### src/rtl/lt_arbiter.sv
// ---------------------------------------------------------------------------
// lt_arbiter: round-robin arbiter in front of a single unsigned less-than
// comparator. One requester is accepted at a time. Its operands are captured,
// compared in the following cycle, and the result is held until the consumer
// takes it.
//
// Ports
//   clk        : sole clock, rising edge
//   rst        : synchronous reset, active low
//   req_valid  : [R]   requester i presents an operand pair
//   req_a      : [N*R] requester i operand A at [i*N +: N], unsigned
//   req_b      : [N*R] requester i operand B at [i*N +: N], unsigned
//   req_ready  : [R]   one-hot-or-zero accept strobe (combinational, IDLE only)
//   resp_valid : result available
//   resp_id    : [W]   index of the requester that owns the result
//   resp_lt    : 1 iff captured A < captured B
//   resp_ready : consumer accepts the result
//   busy       : high whenever the FSM is not IDLE
// ---------------------------------------------------------------------------

// Unsigned less-than comparator.
//   a_i, b_i : [N] operands
//   lt_o     : a_i < b_i, unsigned
module comparator_lt_unsigned #(
  parameter int N = 32
) (
  input  logic [N-1:0] a_i,
  input  logic [N-1:0] b_i,
  output logic         lt_o
);
  assign lt_o = (a_i < b_i);
endmodule

module lt_arbiter #(
  parameter  int N = 32,
  parameter  int R = 4,
  localparam int W = (R > 1) ? $clog2(R) : 1
) (
  input  logic           clk,
  input  logic           rst,
  input  logic [R-1:0]   req_valid,
  input  logic [N*R-1:0] req_a,
  input  logic [N*R-1:0] req_b,
  output logic [R-1:0]   req_ready,
  output logic           resp_valid,
  output logic [W-1:0]   resp_id,
  output logic           resp_lt,
  input  logic           resp_ready,
  output logic           busy
);

  typedef enum logic [1:0] {
    IDLE = 2'd0,
    EXEC = 2'd1,
    DONE = 2'd2
  } state_t;

  localparam logic [W:0]   R_EXT = (W+1)'(R);
  localparam logic [W-1:0] R_MAX = W'(R - 1);

  state_t         state_q;
  logic [W-1:0]   ptr_q;
  logic [W-1:0]   ptr_d;
  logic [N-1:0]   a_q;
  logic [N-1:0]   b_q;
  logic [W-1:0]   id_q;
  logic           resp_valid_q;
  logic [W-1:0]   resp_id_q;
  logic           resp_lt_q;

  logic           gnt_found;
  logic [W-1:0]   gnt_idx;
  logic [W:0]     probe;
  logic [N-1:0]   sel_a;
  logic [N-1:0]   sel_b;
  logic           cmp_lt;

  // Rotating priority search: probe ptr, ptr+1, ... (mod R); first hit wins.
  always_comb begin
    gnt_found = 1'b0;
    gnt_idx   = '0;
    probe     = '0;
    for (int k = 0; k < R; k++) begin
      probe = {1'b0, ptr_q} + (W+1)'(k);
      if (probe >= R_EXT) probe = probe - R_EXT;
      if (!gnt_found && req_valid[probe[W-1:0]]) begin
        gnt_found = 1'b1;
        gnt_idx   = probe[W-1:0];
      end
    end
  end

  // Operand mux for the granted requester.
  always_comb begin
    sel_a = '0;
    sel_b = '0;
    for (int k = 0; k < R; k++) begin
      if (gnt_idx == W'(k)) begin
        sel_a = req_a[k*N +: N];
        sel_b = req_b[k*N +: N];
      end
    end
  end

  // Accept strobe only exists in IDLE and never while reset is asserted.
  always_comb begin
    req_ready = '0;
    if (rst && (state_q == IDLE) && gnt_found) req_ready[gnt_idx] = 1'b1;
  end

  // Priority moves to the requester after the one just served.
  assign ptr_d = (id_q == R_MAX) ? '0 : id_q + W'(1);

  comparator_lt_unsigned #(.N(N)) u_cmp (
    .a_i  (a_q),
    .b_i  (b_q),
    .lt_o (cmp_lt)
  );

  always_ff @(posedge clk) begin
    if (!rst) begin
      state_q      <= IDLE;
      ptr_q        <= '0;
      a_q          <= '0;
      b_q          <= '0;
      id_q         <= '0;
      resp_valid_q <= 1'b0;
      resp_id_q    <= '0;
      resp_lt_q    <= 1'b0;
    end else begin
      case (state_q)
        IDLE: begin
          if (gnt_found) begin
            a_q     <= sel_a;
            b_q     <= sel_b;
            id_q    <= gnt_idx;
            state_q <= EXEC;
          end
        end
        EXEC: begin
          resp_lt_q    <= cmp_lt;
          resp_id_q    <= id_q;
          resp_valid_q <= 1'b1;
          state_q      <= DONE;
        end
        DONE: begin
          // Result fields return to zero with resp_valid so they are 0 when idle.
          if (resp_ready) begin
            resp_valid_q <= 1'b0;
            resp_id_q    <= '0;
            resp_lt_q    <= 1'b0;
            ptr_q        <= ptr_d;
            state_q      <= IDLE;
          end
        end
        default: state_q <= IDLE;
      endcase
    end
  end

  assign resp_valid = resp_valid_q;
  assign resp_id    = resp_id_q;
  assign resp_lt    = resp_lt_q;
  assign busy       = (state_q != IDLE);

endmodule

### config.mk
export PLATFORM = sky130hd
export DESIGN_NAME = lt_arbiter
export DESIGN_NICKNAME = d
export VERILOG_FILES = /design/src/rtl/lt_arbiter.sv
export SDC_FILE = /design/constraint.sdc
export NUM_CORES = 1
export LEC_CHECK = 0
export ABC_AREA = 1
export CAP_MARGIN = 20
export CORE_ASPECT_RATIO = 1.2
export CORE_MARGIN = 10
export CORE_UTILIZATION = 43
export DETAILED_ROUTE_END_ITERATION = 6
export GPL_ROUTABILITY_DRIVEN = 1
export GPL_TIMING_DRIVEN = 0
export PLACE_DENSITY = 0.83
export SYNTH_ARGS = -nofsm -noshare
export SYNTH_HDL_FRONTEND = slang
export SYNTH_SLANG_ARGS = --single-unit
export TNS_END_PERCENT = 50
### constraint.sdc
create_clock -name clk -period 2.3 [get_ports clk]
set_input_delay 0.46 -clock clk [delete_from_list [all_inputs] [get_ports clk]]
set_output_delay 0.46 -clock clk [all_outputs]
set_load 0.1 [all_outputs]
==> summary.md, run 1 <==
### Outcome
• outcome: complete, but fails checks
• failing checks: setup timing

### Yosys
• share of synthesized cell area in and, or, nand and nor gates: 0.390
• number of synthesized register bits: 74
• number of different library cells in the post-synthesis netlist: 32
• sequential-to-total area share from yosys stat: 0.252
• fraction of the mapped netlist area in compound gates: 0.145
• post-synthesis share of cell area spent on xor and xnor gates: 0
• combinational family with the most area after synthesis: simple AND/OR/NAND/NOR gates
• total of warnings raised by yosys: 0
• Cell Area, Synth: 5880 um^2
• syn nets: 1313
• share of synthesized cell area in full adder, half adder and majority cells: 0.0681
• Syn Area/Cell: 5.77 um^2
• portion of netlist area occupied by mux cells: 0
• Mapped Cells: 1018

### Timing
• skew final: 0.00877 ns
• slew at the pin closest to its max-slew limit: 1.01 ns
• Period minus WS final: 2.73 ns
• final max-slew violation count: 0
• endpoints failing hold: 0
• worst setup slack after layout: -0.433 ns
• period utilization: 1.19
• normalized max-slew margin: 0.325
• count of final setup violators: 41
• Max Clock Freq: 0.366 GHz
• unrepaired setup endpoints after global routing: true

### Power and ir drop
• largest voltage drop on the vdd net: 0.410 mV
• pwr dens: 733 nW/um^2
• Leak Pwr: 4.75 nW

### Clocking
• clock root buffer master: sky130_fd_sc_hd__clkbuf_16
• Worst-path clk slew: 0.06 ns
• TritonCTS clock tree: built
• number of buffers inserted during clock tree synthesis: 9
• sink count of the clock tree: 74
• largest buffer count on any clock path: 2
• H-tree levels: 3
• number of hold-repair buffers added at the cts stage: 0
• clock latency on the worst-skew pair: 0.34 ns

### Drt
• Iter 0 DRT Violations: 748
• count of antenna-violating nets left after detailed routing: 0
• first-pass iteration count of the detailed router: 7
• average routed wire per standard cell: 17.6 um
• vias after detailed routing: 7792
• detailed-route DRC error count: 0
• Via-to-Cell Ratio: 5.19
• routed wire length: 26500 um

### Floorplanning
• floorplan die width: 127 um
• Die Outline Area: 18800 um^2
• I/O pin count: 272
• Die Span Y: 148 um
• cell row count: 46
• area inside the core boundary: 13300 um^2
• effective utilization at floorplan: 0.442

### Critical path
• Reg2Reg Setup Slack: -0.09 ns
• launch point of the critical path: ptr_q[0]$_SDFFE_PN0P_
• biggest fanout along the worst timing path: 4
• endpoint required time on the critical path: 1.84 ns
• capturing element of the worst setup path: req_ready[0]
• Setup crit end kind: output port
• type of the worst setup path: flip-flop to output port
• Critical Path Source Type: flip-flop
• logic depth of the worst register-to-register path: 19
• launch point of the worst reg-to-reg path: ptr_q[0]$_SDFFE_PN0P_
• capturing point of the worst reg2reg path: b_q[13]$_SDFFE_PN0P_
• arrival time of data at the critical path endpoint: 2.27 ns

### Global routing
• global routing usage on met1: 0.274
• pin count of the biggest net entering global routing: 14
• global-route wire length before repair: 38700 um
• number of global-route vias before repair: 7622
• GR Util met3: 0.0509
• met2 track demand over resource in global routing: 0.465
• Tot GR Track Use: 0.258
• antenna violations before repair: 4
• GR peak layer: met2
• global route total overflow: 0

### Job
• Max-Cap Viols: 0

### Place
• Post-DP Area: 8920 um^2
• count of input and output buffers: 271
• Detail Placement HPWL: 19800 um
• final weighted congestion in routability-driven placement: 0.929

### Final layout
• fraction of final layout cells with drive strength greater than 1: 0.124
• Fill cells: 1025
• Final Instance Area: 9920 um^2
• Area growth syn-to-layout: 68.8%
• final-stage net count: 1621
• Post-Route Utilization: 0.746

### Hold path
• HP Class: flip-flop to flip-flop

## synth_stat cells
cell,n,area (um^2)
sky130_fd_sc_hd__a21boi_2,1,11.3
sky130_fd_sc_hd__nand3_1,95,475
sky130_fd_sc_hd__nor4b_1,1,8.76
sky130_fd_sc_hd__nor2_2,1,6.26
sky130_fd_sc_hd__and2_1,1,6.26
sky130_fd_sc_hd__nor2_1,65,244
sky130_fd_sc_hd__clkinv_1,1,3.75
sky130_fd_sc_hd__or2_2,4,25.0
sky130_fd_sc_hd__nand4_1,2,12.5
sky130_fd_sc_hd__dfxtp_1,74,1480
sky130_fd_sc_hd__o31ai_1,1,7.51
sky130_fd_sc_hd__nand2_1,372,1400
sky130_fd_sc_hd__buf_1,3,11.3
sky130_fd_sc_hd__o21ai_1,4,20.0
sky130_fd_sc_hd__nor3_1,3,15.0
sky130_fd_sc_hd__ha_1,32,400
sky130_fd_sc_hd__inv_2,4,15.0
sky130_fd_sc_hd__nand3b_1,2,15.0
sky130_fd_sc_hd__nor2_4,3,33.8
sky130_fd_sc_hd__nand3_2,2,20.0
sky130_fd_sc_hd__buf_6,6,67.6
sky130_fd_sc_hd__nand2_4,2,22.5
sky130_fd_sc_hd__clkbuf_1,20,75.1
sky130_fd_sc_hd__buf_4,10,75.1
sky130_fd_sc_hd__nand2_2,2,12.5
sky130_fd_sc_hd__a21oi_1,66,330
sky130_fd_sc_hd__a211oi_1,1,7.51
sky130_fd_sc_hd__buf_2,15,75.1
sky130_fd_sc_hd__o211ai_1,2,15.0
sky130_fd_sc_hd__o21ai_0,65,325
sky130_fd_sc_hd__inv_1,140,526
sky130_fd_sc_hd__a21o_1,18,135
## routing by layer
layer / routed length (um) / vias up
met5: 36 / -
met4: 1480 / 4
met3: 1940 / 100
met2: 13600 / 379
met1: 9390 / 3513
li1: - / 3796
## placed cells by master (no fill, tap or decap), drive strengths merged
cell,n
nand2,376
clkinv,1
o21ai,69
ha,32
dlygate4sd2,5
bufinv,4
nand4,2
dfxtp,74
a211oi,1
buf,60
nand3b,2
dlymetal6s2s,2
clkdlybuf4s50,260
or2,4
and2,1
nand3,97
clkbuf,34
a21o,18
clkinvlp,1
nor3,3
o31ai,1
a21oi,66
a21boi,1
diode,2
o211ai,2
inv,145
nor4b,1
nor2,69
## power breakdown
part           leakage, nW  internal (W)  switching (W)  total [W]
sequential           0.614       0.00155       0.000176    0.00173
combinational         3.96       0.00163        0.00215    0.00378
clock                0.179       0.00120       0.000567    0.00177
## metrics by stage
| stage | setup TNS, ns | power, W | hold WS (ns) | setup slack [ns] | cells |
|---|---|---|---|---|---|
| floorplan | -0.581 | 0.00381 | 0.445 | -0.291 | 1018 |
| global placement | -32.17 | 0.00492 | 0.449 | -1.59 | 1457 |
| detailed placement | -33.67 | 0.00500 | 0.453 | -1.60 | 1457 |
| CTS | -0.914 | 0.00699 | 0.463 | -0.264 | 1489 |
| global route | -7.97 | 0.00772 | 0.488 | -0.474 | 1501 |
| finish | -3.21 | 0.00727 | 0.463 | -0.433 | 1501 |
## logic make-up (layout without fill, tap and decap cells)
kind of cell,count (synthesis),after routing
adder cells (fa/ha/maj),32,32
other,0,2
AND/OR/NAND/NOR,555,555
flip-flops,74,74
buffers and inverters,199,512
AO/OA/AOI/OAI,158,158
## worst max-delay path: stages, from the launching register on
cell,delay [ns]
sky130_fd_sc_hd__dfxtp_4,0.42
sky130_fd_sc_hd__buf_6,0.13
sky130_fd_sc_hd__nand2_1,0.04
sky130_fd_sc_hd__nand2_1,0.14
sky130_fd_sc_hd__nand2_2,0.10
sky130_fd_sc_hd__nand2_4,0.07
sky130_fd_sc_hd__nor2_4,0.04
sky130_fd_sc_hd__nand3b_1,0.09
sky130_fd_sc_hd__nand2_2,0.09
sky130_fd_sc_hd__inv_2,0.09
sky130_fd_sc_hd__buf_8,0.11
sky130_fd_sc_hd__buf_12,0.10
sky130_fd_sc_hd__nand2_8,0.06
sky130_fd_sc_hd__buf_12,0.16
sky130_fd_sc_hd__nor2_4,0.10
sky130_fd_sc_hd__buf_12,0.18
## registers in the layout (all words and copies together) (netlist names)
signal,cells
b_q,32
id_q,2
state_q,2
resp_lt,1
resp_id,2
ptr_q,2
resp_valid,1
a_q,32
## worst min-delay path by stage
stage	end	from	depth (start not counted)
after floorplan	b_q[0]$_SDFFE_PN0P_	b_q[0]$_SDFFE_PN0P_	2
after global placement	resp_id[0]$_SDFFE_PN0P_	resp_id[0]$_SDFFE_PN0P_	2
after detailed placement	resp_lt$_SDFFE_PN0P_	resp_lt$_SDFFE_PN0P_	2
after CTS	resp_lt$_SDFFE_PN0P_	resp_lt$_SDFFE_PN0P_	2
after global routing	resp_id[1]$_SDFFE_PN0P_	resp_id[1]$_SDFFE_PN0P_	2
final	resp_id[0]$_SDFFE_PN0P_	resp_id[0]$_SDFFE_PN0P_	2
## layout make-up
| cell class | instances | area [um^2] | area share |
|---|---|---|---|
| multi-input combinational | 745 | 3820 | 0.385 |
| timing repair buffer | 299 | 3010 | 0.304 |
| sequential | 74 | 1490 | 0.150 |
| inverter | 145 | 564 | 0.0569 |
| buffer | 52 | 437 | 0.0440 |
| clock buffer | 10 | 239 | 0.0241 |
| tap | 168 | 210 | 0.0212 |
| clock inverter | 6 | 136 | 0.0138 |
| antenna | 2 | 5.00 | 0.000505 |
## timing repair
item / CTS / global route
pin swaps: 18 / 18
hold endpoints to repair: 0 / 0
endpoints found under the setup margin: 56 / 70
cloned: 3 / 0
gates resized for setup: 95 / 79
buffers inserted: 15 / 10
No activity file was read; power rests on OpenSTA's default activity.
==> run 2: changes to the inputs <==
clock period = 2.6 ns   (was 2.3 ns; I/O delays follow)
==> summary.md, run 2 (same netlist as run 1, synthesis figures left out) <==
### Outcome
• outcome: complete, but fails checks
• failing checks: setup timing

### Clocking
• Worst-path clk slew: 0.06 ns
• clock root buffer master: sky130_fd_sc_hd__clkbuf_16
• clock latency on the worst-skew pair: 0.34 ns
• largest buffer count on any clock path: 2
• number of buffers inserted during clock tree synthesis: 9
• TritonCTS clock tree: built
• number of hold-repair buffers added at the cts stage: 0
• H-tree levels: 3
• sink count of the clock tree: 74

### Final layout
• final-stage net count: 1610
• Area growth syn-to-layout: 65.1%
• most frequent standard cell in the layout excluding fill and tap cells: sky130_fd_sc_hd__nand2_1
• fraction of final layout cells with drive strength greater than 1: 0.0948
• commonest non-fill, non-tap cells in the layout: sky130_fd_sc_hd__nand2_1 (349), sky130_fd_sc_hd__clkdlybuf4s50_1 (262), sky130_fd_sc_hd__inv_1 (134), sky130_fd_sc_hd__nand3_1 (94), sky130_fd_sc_hd__dfxtp_1 (72)
• Fill cells: 1134
• top flop regs: a_q x32, b_q x32
• Post-Route Utilization: 0.729
• number of diodes: 0

### Timing
• final max-slew violation count: 0
• unrepaired setup endpoints after global routing: true
• count of final setup violators: 4
• skew final: 0.00483 ns
• endpoints failing hold: 0
• slew at the pin closest to its max-slew limit: 1.01 ns
• Period minus WS final: 2.62 ns
• normalized max-slew margin: 0.327
• Max Clock Freq: 0.381 GHz
• period utilization: 1.01
• worst setup slack after layout: -0.0246 ns

### Critical path
• arrival time of data at the critical path endpoint: 2.10 ns
• Reg2Reg Setup Slack: 0.07 ns
• type of the worst setup path: flip-flop to output port
• endpoint required time on the critical path: 2.08 ns
• Setup crit end kind: output port
• Critical Path Source Type: flip-flop
• biggest fanout along the worst timing path: 5
• logic depth of the worst register-to-register path: 16

### Global routing
• pin count of the biggest net entering global routing: 20
• global route total overflow: 0
• Tot GR Track Use: 0.252
• antenna violations before repair: 1
• global-route wire length before repair: 37700 um
• number of global-route vias before repair: 7165

### Place
• count of input and output buffers: 271
• worst slack after detailed placement: -1.52 ns
• final weighted congestion in routability-driven placement: 0.935
• Detail Placement HPWL: 20000 um

### Floorplanning
• cell row count: 46
• floorplan die width: 127 um
• area inside the core boundary: 13300 um^2
• I/O pin count: 272
• effective utilization at floorplan: 0.442
• Die Outline Area: 18800 um^2
• Die Span Y: 148 um

### Drt
• routed wire length: 25100 um
• vias after detailed routing: 7450
• average routed wire per standard cell: 16.9 um
• detailed-route DRC error count: 0
• Iter 0 DRT Violations: 509
• Via-to-Cell Ratio: 5.01
• first-pass iteration count of the detailed router: 5
• count of antenna-violating nets left after detailed routing: 0

### Power and ir drop
• largest voltage drop on the vdd net: 0.423 mV
• pwr dens: 634 nW/um^2
• Leak Pwr: 4.62 nW

### Job
• Max-Cap Viols: 0

### Hold path
• HP Class: flip-flop to flip-flop
• count of cells along the worst hold path: 2

[run 2: cell count changes in the layout (fill, tap and decap cells not counted), sizes merged, moves of 2 or more]
cell and delta:
clkbuf -5, clkdlybuf4s50 +2, clkdlybuf4s15 +4, dlygate4sd2 -5, buf -7, diode -2
clkinv +3, inv -2
[run 2: final timing paths]
kind / start / endpoint
worst max-delay path: ptr_q[0]$_SDFFE_PN0P_ / req_ready[3]
worst min-delay path: b_q[4]$_SDFFE_PN0P_ / b_q[4]$_SDFFE_PN0P_
worst max register to register: ptr_q[0]$_SDFFE_PN0P_ / b_q[20]$_SDFFE_PN0P_
worst min register to register: b_q[4]$_SDFFE_PN0P_ / b_q[4]$_SDFFE_PN0P_
[run 2: stage by stage]
stage / TNS (ns) / total power [W] / hold slack [ns] / cells / cell area (um^2)
6_report: -0.0673 / 0.00615 / 0.473 / 1487 / 9700
5_1_grt: -0.365 / 0.00655 / 0.490 / 1487 / 9700
4_1_cts: -0.0536 / 0.00608 / 0.468 / 1481 / 9580
3_5_place_dp: -23.79 / 0.00443 / 0.459 / 1457 / 8940
3_3_place_gp: -23.42 / 0.00438 / 0.454 / 1457 / 8940
2_1_floorplan: -0.203 / 0.00337 / 0.445 / 1018 / 6020
[run 2: per-layer routing]
metal	vias to the layer above	routed length (um)	global-route usage
li1	3783	-	-
met1	3317	9240	0.272
met2	282	13200	0.471
met3	66	1680	0.0526
met4	2	944	0.0844
met5	-	17	0
[run 2: final cells by class]
class	count	area, um^2	area share
plain buffers	51	348	0.0359
multi-input cells	745	3770	0.389
well taps	168	210	0.0217
flip-flops and latches	74	1490	0.154
inverters	145	574	0.0592
repair buffers	289	2950	0.304
clock inverters	6	130	0.0134
clock buffers	9	225	0.0232
[run 2: timing repair]
item,in CTS,in global routing
setup endpoints to repair,22,10
endpoints found under the hold margin,0,0
gates resized for setup,86,19
gates cloned,1,0
buffers inserted,10,7
pin swaps,18,13
[run 2: power breakdown]
part	total, W	switching, W	internal (W)	leakage [nW]
combinational	0.00314	0.00181	0.00132	3.83
sequential	0.00152	0.000152	0.00137	0.614
clock	0.00149	0.000463	0.00102	0.175
[run 2: worst max-delay path: stages, from the launching register on]
cell and delay (ns):
sky130_fd_sc_hd__dfxtp_4 0.38, sky130_fd_sc_hd__buf_12 0.16, sky130_fd_sc_hd__nand2_4 0.06, sky130_fd_sc_hd__nand2_4 0.08, sky130_fd_sc_hd__nand2_2 0.08, sky130_fd_sc_hd__nand2_2 0.06
sky130_fd_sc_hd__nor2_4 0.11, sky130_fd_sc_hd__nand3b_1 0.20, sky130_fd_sc_hd__inv_2 0.12, sky130_fd_sc_hd__nor2_4 0.06, sky130_fd_sc_hd__buf_8 0.13, sky130_fd_sc_hd__nor3_4 0.14
sky130_fd_sc_hd__buf_12 0.20
